`src/rtl/snoop_arbiter_if.sv`:
```
// Snooper-side bus of the snoop arbiter: write stream, end-of-packet and
// the buffer-offer handshake between the snooper and the arbiter.
interface snoop_arbiter_if #(
    parameter int SN_FWD_DATA_WIDTH = 64,
    parameter int SN_FWD_ADDR_WIDTH = 9,
    parameter int INC_WIDTH         = 8
);
    logic [SN_FWD_ADDR_WIDTH-1:0] sn_addr;
    logic [SN_FWD_DATA_WIDTH-1:0] sn_wr_data;
    logic                         sn_wr_en;
    logic [INC_WIDTH-1:0]         sn_byte_inc;
    logic                         sn_done;
    logic                         rdy_for_sn;
    logic                         rdy_for_sn_ack;

    // Handshake: rdy_for_sn is the valid side and rdy_for_sn_ack the ready
    // side. A buffer changes hands on any rising clk edge where both are high.
    // Once raised, rdy_for_sn stays high until that edge. The ack may be held
    // high ahead of the offer.
    modport master (
        output sn_addr, sn_wr_data, sn_wr_en, sn_byte_inc, sn_done, rdy_for_sn_ack,
        input  rdy_for_sn
    );

    modport slave (
        input  sn_addr, sn_wr_data, sn_wr_en, sn_byte_inc, sn_done, rdy_for_sn_ack,
        output rdy_for_sn
    );
endinterface

```
`src/rtl/snoop_arbiter.sv`:
```
// Snoop arbiter: hands free per-core snoop buffers to the snooper in
// round-robin order. It locks the write stream to the claimed core until
// sn_done. It pre-arms the next buffer while a packet is in flight, so
// back-to-back packets need no gap cycle.
module snoop_arbiter #(
    parameter  int N_CORES           = 4,
    parameter  int SN_FWD_DATA_WIDTH = 64,
    parameter  int SN_FWD_ADDR_WIDTH = 9,
    parameter  int INC_WIDTH         = 8,
    localparam int SEL_WIDTH         = (N_CORES > 1) ? $clog2(N_CORES) : 1
) (
    input  logic                         clk,
    input  logic                         rst,
    snoop_arbiter_if.slave               sn,
    input  logic [N_CORES-1:0]           core_rdy,
    output logic [N_CORES-1:0]           core_claim,
    output logic [SN_FWD_ADDR_WIDTH-1:0] core_addr,
    output logic [SN_FWD_DATA_WIDTH-1:0] core_wr_data,
    output logic [INC_WIDTH-1:0]         core_byte_inc,
    output logic [N_CORES-1:0]           core_wr_en,
    output logic [N_CORES-1:0]           core_done,
    output logic                         grant_valid,
    output logic [SEL_WIDTH-1:0]         grant_sel,
    output logic                         stray_wr,
    output logic [1:0]                   dbg_state
);
    localparam int PW = SEL_WIDTH + 1;

    // The state encoding is {cur_valid, off_valid}.
    typedef enum logic [1:0] {
        NONE        = 2'b00,
        OFFER       = 2'b01,
        GRANT       = 2'b10,
        GRANT_OFFER = 2'b11
    } state_t;

    state_t               state_q, state_d;
    logic [SEL_WIDTH-1:0] cur_sel_q, cur_sel_d;
    logic [SEL_WIDTH-1:0] off_sel_q, off_sel_d;
    logic [SEL_WIDTH-1:0] rr_ptr_q, rr_ptr_d;

    logic                 cur_valid, off_valid, handshake;
    logic                 cur_valid_d, off_valid_d;
    logic                 hit;
    logic [SEL_WIDTH-1:0] hit_sel;
    logic [PW-1:0]        scan_idx;
    logic [PW-1:0]        nxt_ptr;

    assign cur_valid = (state_q == GRANT) || (state_q == GRANT_OFFER);
    assign off_valid = (state_q == OFFER) || (state_q == GRANT_OFFER);
    assign handshake = off_valid && sn.rdy_for_sn_ack;

    assign sn.rdy_for_sn = off_valid;
    assign grant_valid   = cur_valid;
    assign grant_sel     = cur_sel_q;
    assign dbg_state     = state_q;

    // Data path is a zero-latency broadcast. Only the strobes are steered.
    assign core_addr     = sn.sn_addr;
    assign core_wr_data  = sn.sn_wr_data;
    assign core_byte_inc = sn.sn_byte_inc;
    assign core_wr_en    = (sn.sn_wr_en && cur_valid) ? (N_CORES'(1) << cur_sel_q) : '0;
    assign core_done     = (sn.sn_done  && cur_valid) ? (N_CORES'(1) << cur_sel_q) : '0;

    // State, selection and round-robin registers; reset abandons any grant.
    always_ff @(posedge clk) begin
        if (rst) begin
            state_q   <= NONE;
            cur_sel_q <= '0;
            off_sel_q <= '0;
            rr_ptr_q  <= '0;
        end else begin
            state_q   <= state_d;
            cur_sel_q <= cur_sel_d;
            off_sel_q <= off_sel_d;
            rr_ptr_q  <= rr_ptr_d;
        end
    end

    // Next state: handshake or packet end, then the round-robin search for
    // the next buffer to offer.
    always_comb begin
        cur_valid_d = cur_valid;
        off_valid_d = off_valid;
        cur_sel_d   = cur_sel_q;
        off_sel_d   = off_sel_q;
        rr_ptr_d    = rr_ptr_q;
        core_claim  = '0;
        stray_wr    = 1'b0;
        hit         = 1'b0;
        hit_sel     = '0;
        scan_idx    = '0;
        nxt_ptr     = '0;

        if (handshake) begin
            // The offered core becomes the granted one. While granted, the
            // ack is expected only at packet end, so the previous packet's
            // done (routed above) coincides with this claim.
            core_claim  = N_CORES'(1) << off_sel_q;
            cur_sel_d   = off_sel_q;
            cur_valid_d = 1'b1;
            off_valid_d = 1'b0;
            if (cur_valid && !sn.sn_done) begin
                stray_wr = 1'b1;
            end
        end else if (cur_valid && sn.sn_done) begin
            cur_valid_d = 1'b0;
        end

        if (!cur_valid && (sn.sn_wr_en || sn.sn_done)) begin
            stray_wr = 1'b1;
        end

        // Only search with no offer standing. The granted core is skipped,
        // so its late core_rdy deassert cannot produce a double offer.
        if (!off_valid) begin
            for (int i = 0; i < N_CORES; i++) begin
                scan_idx = {1'b0, rr_ptr_q} + PW'(i);
                if (scan_idx >= PW'(N_CORES)) begin
                    scan_idx = scan_idx - PW'(N_CORES);
                end
                if (!hit && core_rdy[scan_idx[SEL_WIDTH-1:0]] &&
                    !(cur_valid && (scan_idx[SEL_WIDTH-1:0] == cur_sel_q))) begin
                    hit     = 1'b1;
                    hit_sel = scan_idx[SEL_WIDTH-1:0];
                end
            end
            if (hit) begin
                off_valid_d = 1'b1;
                off_sel_d   = hit_sel;
                nxt_ptr     = {1'b0, hit_sel} + PW'(1);
                if (nxt_ptr == PW'(N_CORES)) begin
                    nxt_ptr = '0;
                end
                rr_ptr_d = nxt_ptr[SEL_WIDTH-1:0];
            end
        end

        state_d = state_t'({cur_valid_d, off_valid_d});
    end
endmodule

```
`src/flat_wrapper.sv`:
```
// flat-port wrapper written by rule: the top's interface ports become plain ports
module snoop_arbiter_flat 
#(
    parameter  int N_CORES           = 4,
    parameter  int SN_FWD_DATA_WIDTH = 64,
    parameter  int SN_FWD_ADDR_WIDTH = 9,
    parameter  int INC_WIDTH         = 8,
    localparam int SEL_WIDTH         = (N_CORES > 1) ? $clog2(N_CORES) : 1
)
  (clk, rst, core_rdy, core_claim, core_addr, core_wr_data, core_byte_inc, core_wr_en, core_done, grant_valid, grant_sel, stray_wr, dbg_state, sn_sn_addr, sn_sn_wr_data, sn_sn_wr_en, sn_sn_byte_inc, sn_sn_done, sn_rdy_for_sn_ack, sn_rdy_for_sn);
  snoop_arbiter_if #(.SN_FWD_DATA_WIDTH(SN_FWD_DATA_WIDTH), .SN_FWD_ADDR_WIDTH(SN_FWD_ADDR_WIDTH), .INC_WIDTH(INC_WIDTH)) sn_i ();
  input  logic clk;
  input  logic rst;
  input  logic [N_CORES-1:0] core_rdy;
  output logic [N_CORES-1:0] core_claim;
  output logic [SN_FWD_ADDR_WIDTH-1:0] core_addr;
  output logic [SN_FWD_DATA_WIDTH-1:0] core_wr_data;
  output logic [INC_WIDTH-1:0] core_byte_inc;
  output logic [N_CORES-1:0] core_wr_en;
  output logic [N_CORES-1:0] core_done;
  output logic grant_valid;
  output logic [SEL_WIDTH-1:0] grant_sel;
  output logic stray_wr;
  output logic [1:0] dbg_state;
  input wire logic [$bits(sn_i.sn_addr)-1:0] sn_sn_addr;
  input wire logic [$bits(sn_i.sn_wr_data)-1:0] sn_sn_wr_data;
  input wire logic [$bits(sn_i.sn_wr_en)-1:0] sn_sn_wr_en;
  input wire logic [$bits(sn_i.sn_byte_inc)-1:0] sn_sn_byte_inc;
  input wire logic [$bits(sn_i.sn_done)-1:0] sn_sn_done;
  input wire logic [$bits(sn_i.rdy_for_sn_ack)-1:0] sn_rdy_for_sn_ack;
  output wire logic [$bits(sn_i.rdy_for_sn)-1:0] sn_rdy_for_sn;
  assign sn_i.sn_addr = sn_sn_addr;
  assign sn_i.sn_wr_data = sn_sn_wr_data;
  assign sn_i.sn_wr_en = sn_sn_wr_en;
  assign sn_i.sn_byte_inc = sn_sn_byte_inc;
  assign sn_i.sn_done = sn_sn_done;
  assign sn_i.rdy_for_sn_ack = sn_rdy_for_sn_ack;
  assign sn_rdy_for_sn = sn_i.rdy_for_sn;
  snoop_arbiter #(.N_CORES(N_CORES), .SN_FWD_DATA_WIDTH(SN_FWD_DATA_WIDTH), .SN_FWD_ADDR_WIDTH(SN_FWD_ADDR_WIDTH), .INC_WIDTH(INC_WIDTH)) u_core (.clk(clk), .rst(rst), .sn(sn_i), .core_rdy(core_rdy), .core_claim(core_claim), .core_addr(core_addr), .core_wr_data(core_wr_data), .core_byte_inc(core_byte_inc), .core_wr_en(core_wr_en), .core_done(core_done), .grant_valid(grant_valid), .grant_sel(grant_sel), .stray_wr(stray_wr), .dbg_state(dbg_state));
endmodule
```
`config.mk`:
```
export PLATFORM = sky130hd
export DESIGN_NAME = snoop_arbiter_flat
export DESIGN_NICKNAME = d
export VERILOG_FILES = /design/src/rtl/snoop_arbiter_if.sv /design/src/rtl/snoop_arbiter.sv /design/src/flat_wrapper.sv
export SDC_FILE = /design/constraint.sdc
export NUM_CORES = 1
export LEC_CHECK = 0
export ABC_CLOCK_PERIOD_IN_PS = 4400
export CAP_MARGIN = 25
export CORE_AREA = 2 2 75 77
export CTS_BUF_LIST = sky130_fd_sc_hd__clkbuf_4 sky130_fd_sc_hd__clkbuf_8
export DETAILED_ROUTE_END_ITERATION = 8
export DIE_AREA = 0 0 77 79
export GPL_TIMING_DRIVEN = 0
export HOLD_SLACK_MARGIN = 0.05
export PLACE_DENSITY = 0.91
export SLEW_MARGIN = 20
export SYNTH_ARGS = -nofsm -noshare
export SYNTH_HDL_FRONTEND = slang
export SYNTH_SLANG_ARGS = --single-unit
```
`constraint.sdc`:
```
create_clock -name clk -period 4.4 [get_ports clk]
set_input_delay 0.44 -clock clk [delete_from_list [all_inputs] [get_ports clk]]
set_output_delay 0.44 -clock clk [all_outputs]
set_load 0.1 [all_outputs]
```
# After elaboration in Yosys (flattened, before gate mapping)
# Index checks and enable logic that the tools add are counted.
classes:
  addsub: 8
  magnitude_cmp: 8
  n_eq_ne: 8
  n_shift: 2
  n_mux: 41
  n_bitwise: 1
  reduce_logical: 29
ops:
  columns: ["cell", "count"]
  rows:
  - ["$mux W2", 14]
  - ["$mux W1", 20]
  - ["$logic_and A1 B1 Y1", 16]
  - ["$lt A2 B3 Y1 const B", 4]
  - ["$mux W4", 3]
  - ["$ge A3 B3 Y1 const B", 3]
  - ["$logic_not A1 Y1", 9]
  - ["$bmux W1 S2", 4]
  - ["$eq A2 B2 Y1", 4]
  - ["$shl A1 B2 Y4 const A", 2]
  - ["$sub A2 B1 Y2 const B", 4]
  - ["$add A2 B1 Y3 const B", 2]
  - ["$add A2 B2 Y3 const B", 2]
  - ["$eq A2 B2 Y1 const B", 2]
  - ["$eq A3 B3 Y1 const B", 1]
  - ["$ge A2 B3 Y1 const B", 1]
  - ["$logic_or A1 B1 Y1", 3]
  - ["$eq A2 B1 Y1 const B", 1]
  - ["$reduce_and A2 Y1", 1]
  - ["$not A1 Y1", 1]
totals:
  ff_bits: 8
  in_bits: 90
  elab_cells: 101

# Longest topological paths before layout
logic_depth:
  ltp_word: 27
  ltp_mapped: 7
  ltp_nobuf: 6

# Worst setup path after synthesis
# OpenSTA, ideal clock, no wires.
synth_path:
  kind: "flip-flop to output port"
  start: "reg u_core.state_q[1] (netlist: u_core.dbg_state[1])"
  end: "out core_wr_en[0]"
  arrival_ns: 3.461
  required_ns: 3.960
  slack_ns: 0.499
  stages_incl_launch_ff: 4
  path_buffers: 1
  path_cell_list: "dfxtp_1 > buf_2 > nand2_1 > nor3_1"
synth_via:
  elab_chain_len: 4
  word_cells_on_any_way: 5
synth_rtl:
  columns: ["item", "line_no", "source"]
  rows:
  - ["start: declaration", "snoop_arbiter.sv:37", "state_t state_q, state_d;"]
  - ["start signal: assignment", "snoop_arbiter.sv:73", "state_q <= state_d;"]
  - ["$eq A2 B2 Y1", "snoop_arbiter.sv:49", "assign cur_valid = (state_q == GRANT) || (state_q == GRANT_OFFER);"]
  - ["$logic_or A1 B1 Y1 (*)", "snoop_arbiter.sv:49", null]
  - ["$logic_and A1 B1 Y1 (*)", "snoop_arbiter.sv:62", "assign core_wr_en = (sn.sn_wr_en && cur_valid) ? (N_CORES'(1) << cur_sel_q) : '0;"]
  - ["$mux W4 (*)", "snoop_arbiter.sv:62", null]
  - ["end: declaration", "flat_wrapper.sv:19", "output logic [N_CORES-1:0] core_wr_en;"]
# Every way passes the cells marked *; elsewhere a longest branch is shown, timed or not.

# Worst setup path after layout
layout_path:
  start: "in sn_rdy_for_sn_ack"
  end: "out core_claim[0]"
layout_via:
  elab_chain_len: 2
layout_rtl:
  columns: ["item", "line_no", "source"]
  rows:
  - ["start: declaration", "flat_wrapper.sv:30", "input wire logic [$bits(sn_i.rdy_for_sn_ack)-1:0] sn_rdy_for_sn_ack;"]
  - ["$logic_and A1 B1 Y1", "snoop_arbiter.sv:51", "assign handshake = off_valid && sn.rdy_for_sn_ack;"]
  - ["$mux W4", "snoop_arbiter.sv:95", "if (handshake) begin"]
  - ["end: declaration", "flat_wrapper.sv:15", "output logic [N_CORES-1:0] core_claim;"]
# Every way passes these cells.

==> results.toml <==
[outcome]
status = "completed"

[critical_path]
r2r-start = "u_core.grant_sel[0]"
r2r_end = "u_core.rr_ptr_q[1]"
cp_max_fo = 7
crit_type = "in2out"
startpoint = "sn_rdy_for_sn_ack"
worstPathArrival_ns = 2.47
r2r_setup_slack_ns = 2.27
critPathCapture = "core_claim[0]"
worstPathRequired_ns = 3.96
start_kind = "input port"
worst_setup_path_end_kind = "output port"
rr_worst_depth = 7

[drt]
drc = 0
vias_per_cell = 4.21
routed-via-count = 1565
drt_first_pass_iters = 4
first_iter_violations = 19
routedWlPerCell_um = 10.8
drt_wl_total_um = 4020
drtAntennaViolNets = 0

[synthesis]
synth_top_area_share_pct = 43.5
synth.cell_area_sq_um = 1430
synth_area_per_cell_sq_um = 7.54
async_reset_ff_share_pct = 0
syn_nets = 280
yosysTopAreaCell = "buf_4"
synthCells = 190
yosysUniqueCellTypes = 41
ys_ff_latch = 8
synth_area_leaders = "buf_4 (43%), dfxtp_1 (11%), nor2_1 (3.7%)"
synth-edff-count = 0
ys.flop_type = "dfxtp_1"
yosys_warnings = 0
seq_area_frac_synth_pct = 11.2

[timing]
worst_pin_slew_ns = 0.986
slew_viol_final = 0
fmax_ghz = 0.344
hold_violations = 0
clock-skew-final_ns = 0.000773
fin_setup_tns_ns = 0
min_period_over_period_pct = 66.1
rsz0062_at_grt = "no"
setup_viol = 0
relSlewSlack_pct = 34.1
post-route-worst-setup-slack_ns = 1.49
fin_crit_ns = 2.91

[clock_tree]
post_cts_buffers = 0
clkTransAtPathRegs_ns = 0.04
cts_resized = 0
root_buffer = "clkbuf_8"
cts_buffers = 3
cts.sinks = 8
clock_path_buffers = 2
htreeDepth = 1
worstSkewPairLatency_ns = 0.23
cts_tree = "built"
cts_hold_buf = 0

[finish]
nNetsFinal = 392
final_cell_area_sq_um = 2640
drive_above_1_share_pct = 34.0
utilization_pct = 49.4
num_antenna_cells = 0
syn2layout_area_growth_pct = 83.9
final_common_cell = "clkdlybuf4s50_1"
layout_common_cells = "clkdlybuf4s50_1 (107), buf_4 (83), nor2_1 (14)"

[global_route]
grt_overflow = 0
grt_pass1_vias = 1412
antenna_found_initial = 0
grt_pass1_wl_um = 6130
grt_max_degree = 11
track_usage_pct = 11.9

[flow_run]
drv_cap = 0

[placed_design]
placed_area_sq_um = 2590
hpwl_um = 3520
dp_worst_setup_slack_ns = 1.48
gp_congestion = 0.795
port_buffers = 107

[min_path]
hold_class = "in2reg"
hold_start = "rst"

[floorplan]
design.die.area_sq_um = 6080
top_level_ports = 190
fp.dieH_um = 79
die_w_um = 77
core-area_sq_um = 5340
row_count = 27
initial_core_util_pct = 26.8

[power]
vdd_drop_max_v = 0.000307
p_leak_nw = 1.12
power_density_nw_per_um2 = 388
==> cells by family (layout without fill, tap and decap cells) <==
logic type / Yosys count / in the layout / share of synthesized area (%)
AOI/OAI and AO/OA: 25 / 25 / 14.0
xor gates and xnor gates: 3 / 3 / 3.14
buffers and inverters: 95 / 205 / 47.0
DFF: 8 / 8 / 11.2
muxes: 9 / 9 / 6.64
and+or+nand+nor: 50 / 50 / 18.1
==> report_power, final <==
group	switching (mW)	leakage, nW	total [mW]	internal (mW)
registers	0.0176	0.0659	0.109	0.0915
clock network	0.0293	0.0216	0.0886	0.0593
logic	0.558	1.03	0.825	0.266
==> cells in the mapped netlist (4+ instances only) <==
cell      instances
nor3_1            5
nand2_1           8
nand3b_1          4
inv_1             6
mux2i_1           5
nand2b_1          5
dfxtp_1           8
buf_4            83
nand3_1           4
a21oi_1           6
mux2_2            4
nor2_1           14
==> worst min-delay path by stage <==
stage | slack, ns | cells after the start | endpoint
finish | 0.48 | 2 | u_core.grant_sel[0]
global route | 0.52 | 2 | u_core.dbg_state[1]
CTS | 0.49 | 2 | u_core.grant_sel[0]
detailed placement | 0.49 | 2 | u_core.grant_sel[0]
global placement | 0.49 | 2 | u_core.grant_sel[0]
floorplan | 0.47 | 2 | u_core.grant_sel[0]
==> critical path, stage by stage <==
cell and delay (ns):
clkdlybuf4s50_1 0.50, nand2_1 0.17, nor3_1 0.20, clkdlybuf4s50_1 1.17
==> area by class of cell <==
| cell class | count | area, sq um |
|---|---|---|
| tap | 72 | 90.1 |
| timing repair buffer | 107 | 1070 |
| inverter | 6 | 22.5 |
| clock buffer | 3 | 41.3 |
| buffer | 89 | 651 |
| sequential | 8 | 160 |
| multi-input combinational | 87 | 599 |
| fill | 510 | 2700 |
==> metal layers <==
layer  global-route usage [%]  vias up  part of all wire [%]
met3                     1.93        5                    11
li1                         -      775                     -
met2                     23.0      101                    53
met5                        0        -                     0
met1                     12.6      684                    35
met4                     5.18        0                   1.5
==> through the flow <==
stage / cells / total power, mW / hold WS, ns
after detailed placement: 369 / 0.936 / 0.494
after floorplan: 190 / 0.792 / 0.470
after global routing: 372 / 1.07 / 0.516
after global placement: 369 / 0.932 / 0.492
after CTS: 372 / 1.03 / 0.491
final: 372 / 1.02 / 0.485
(Power assumes the default switching activity.)
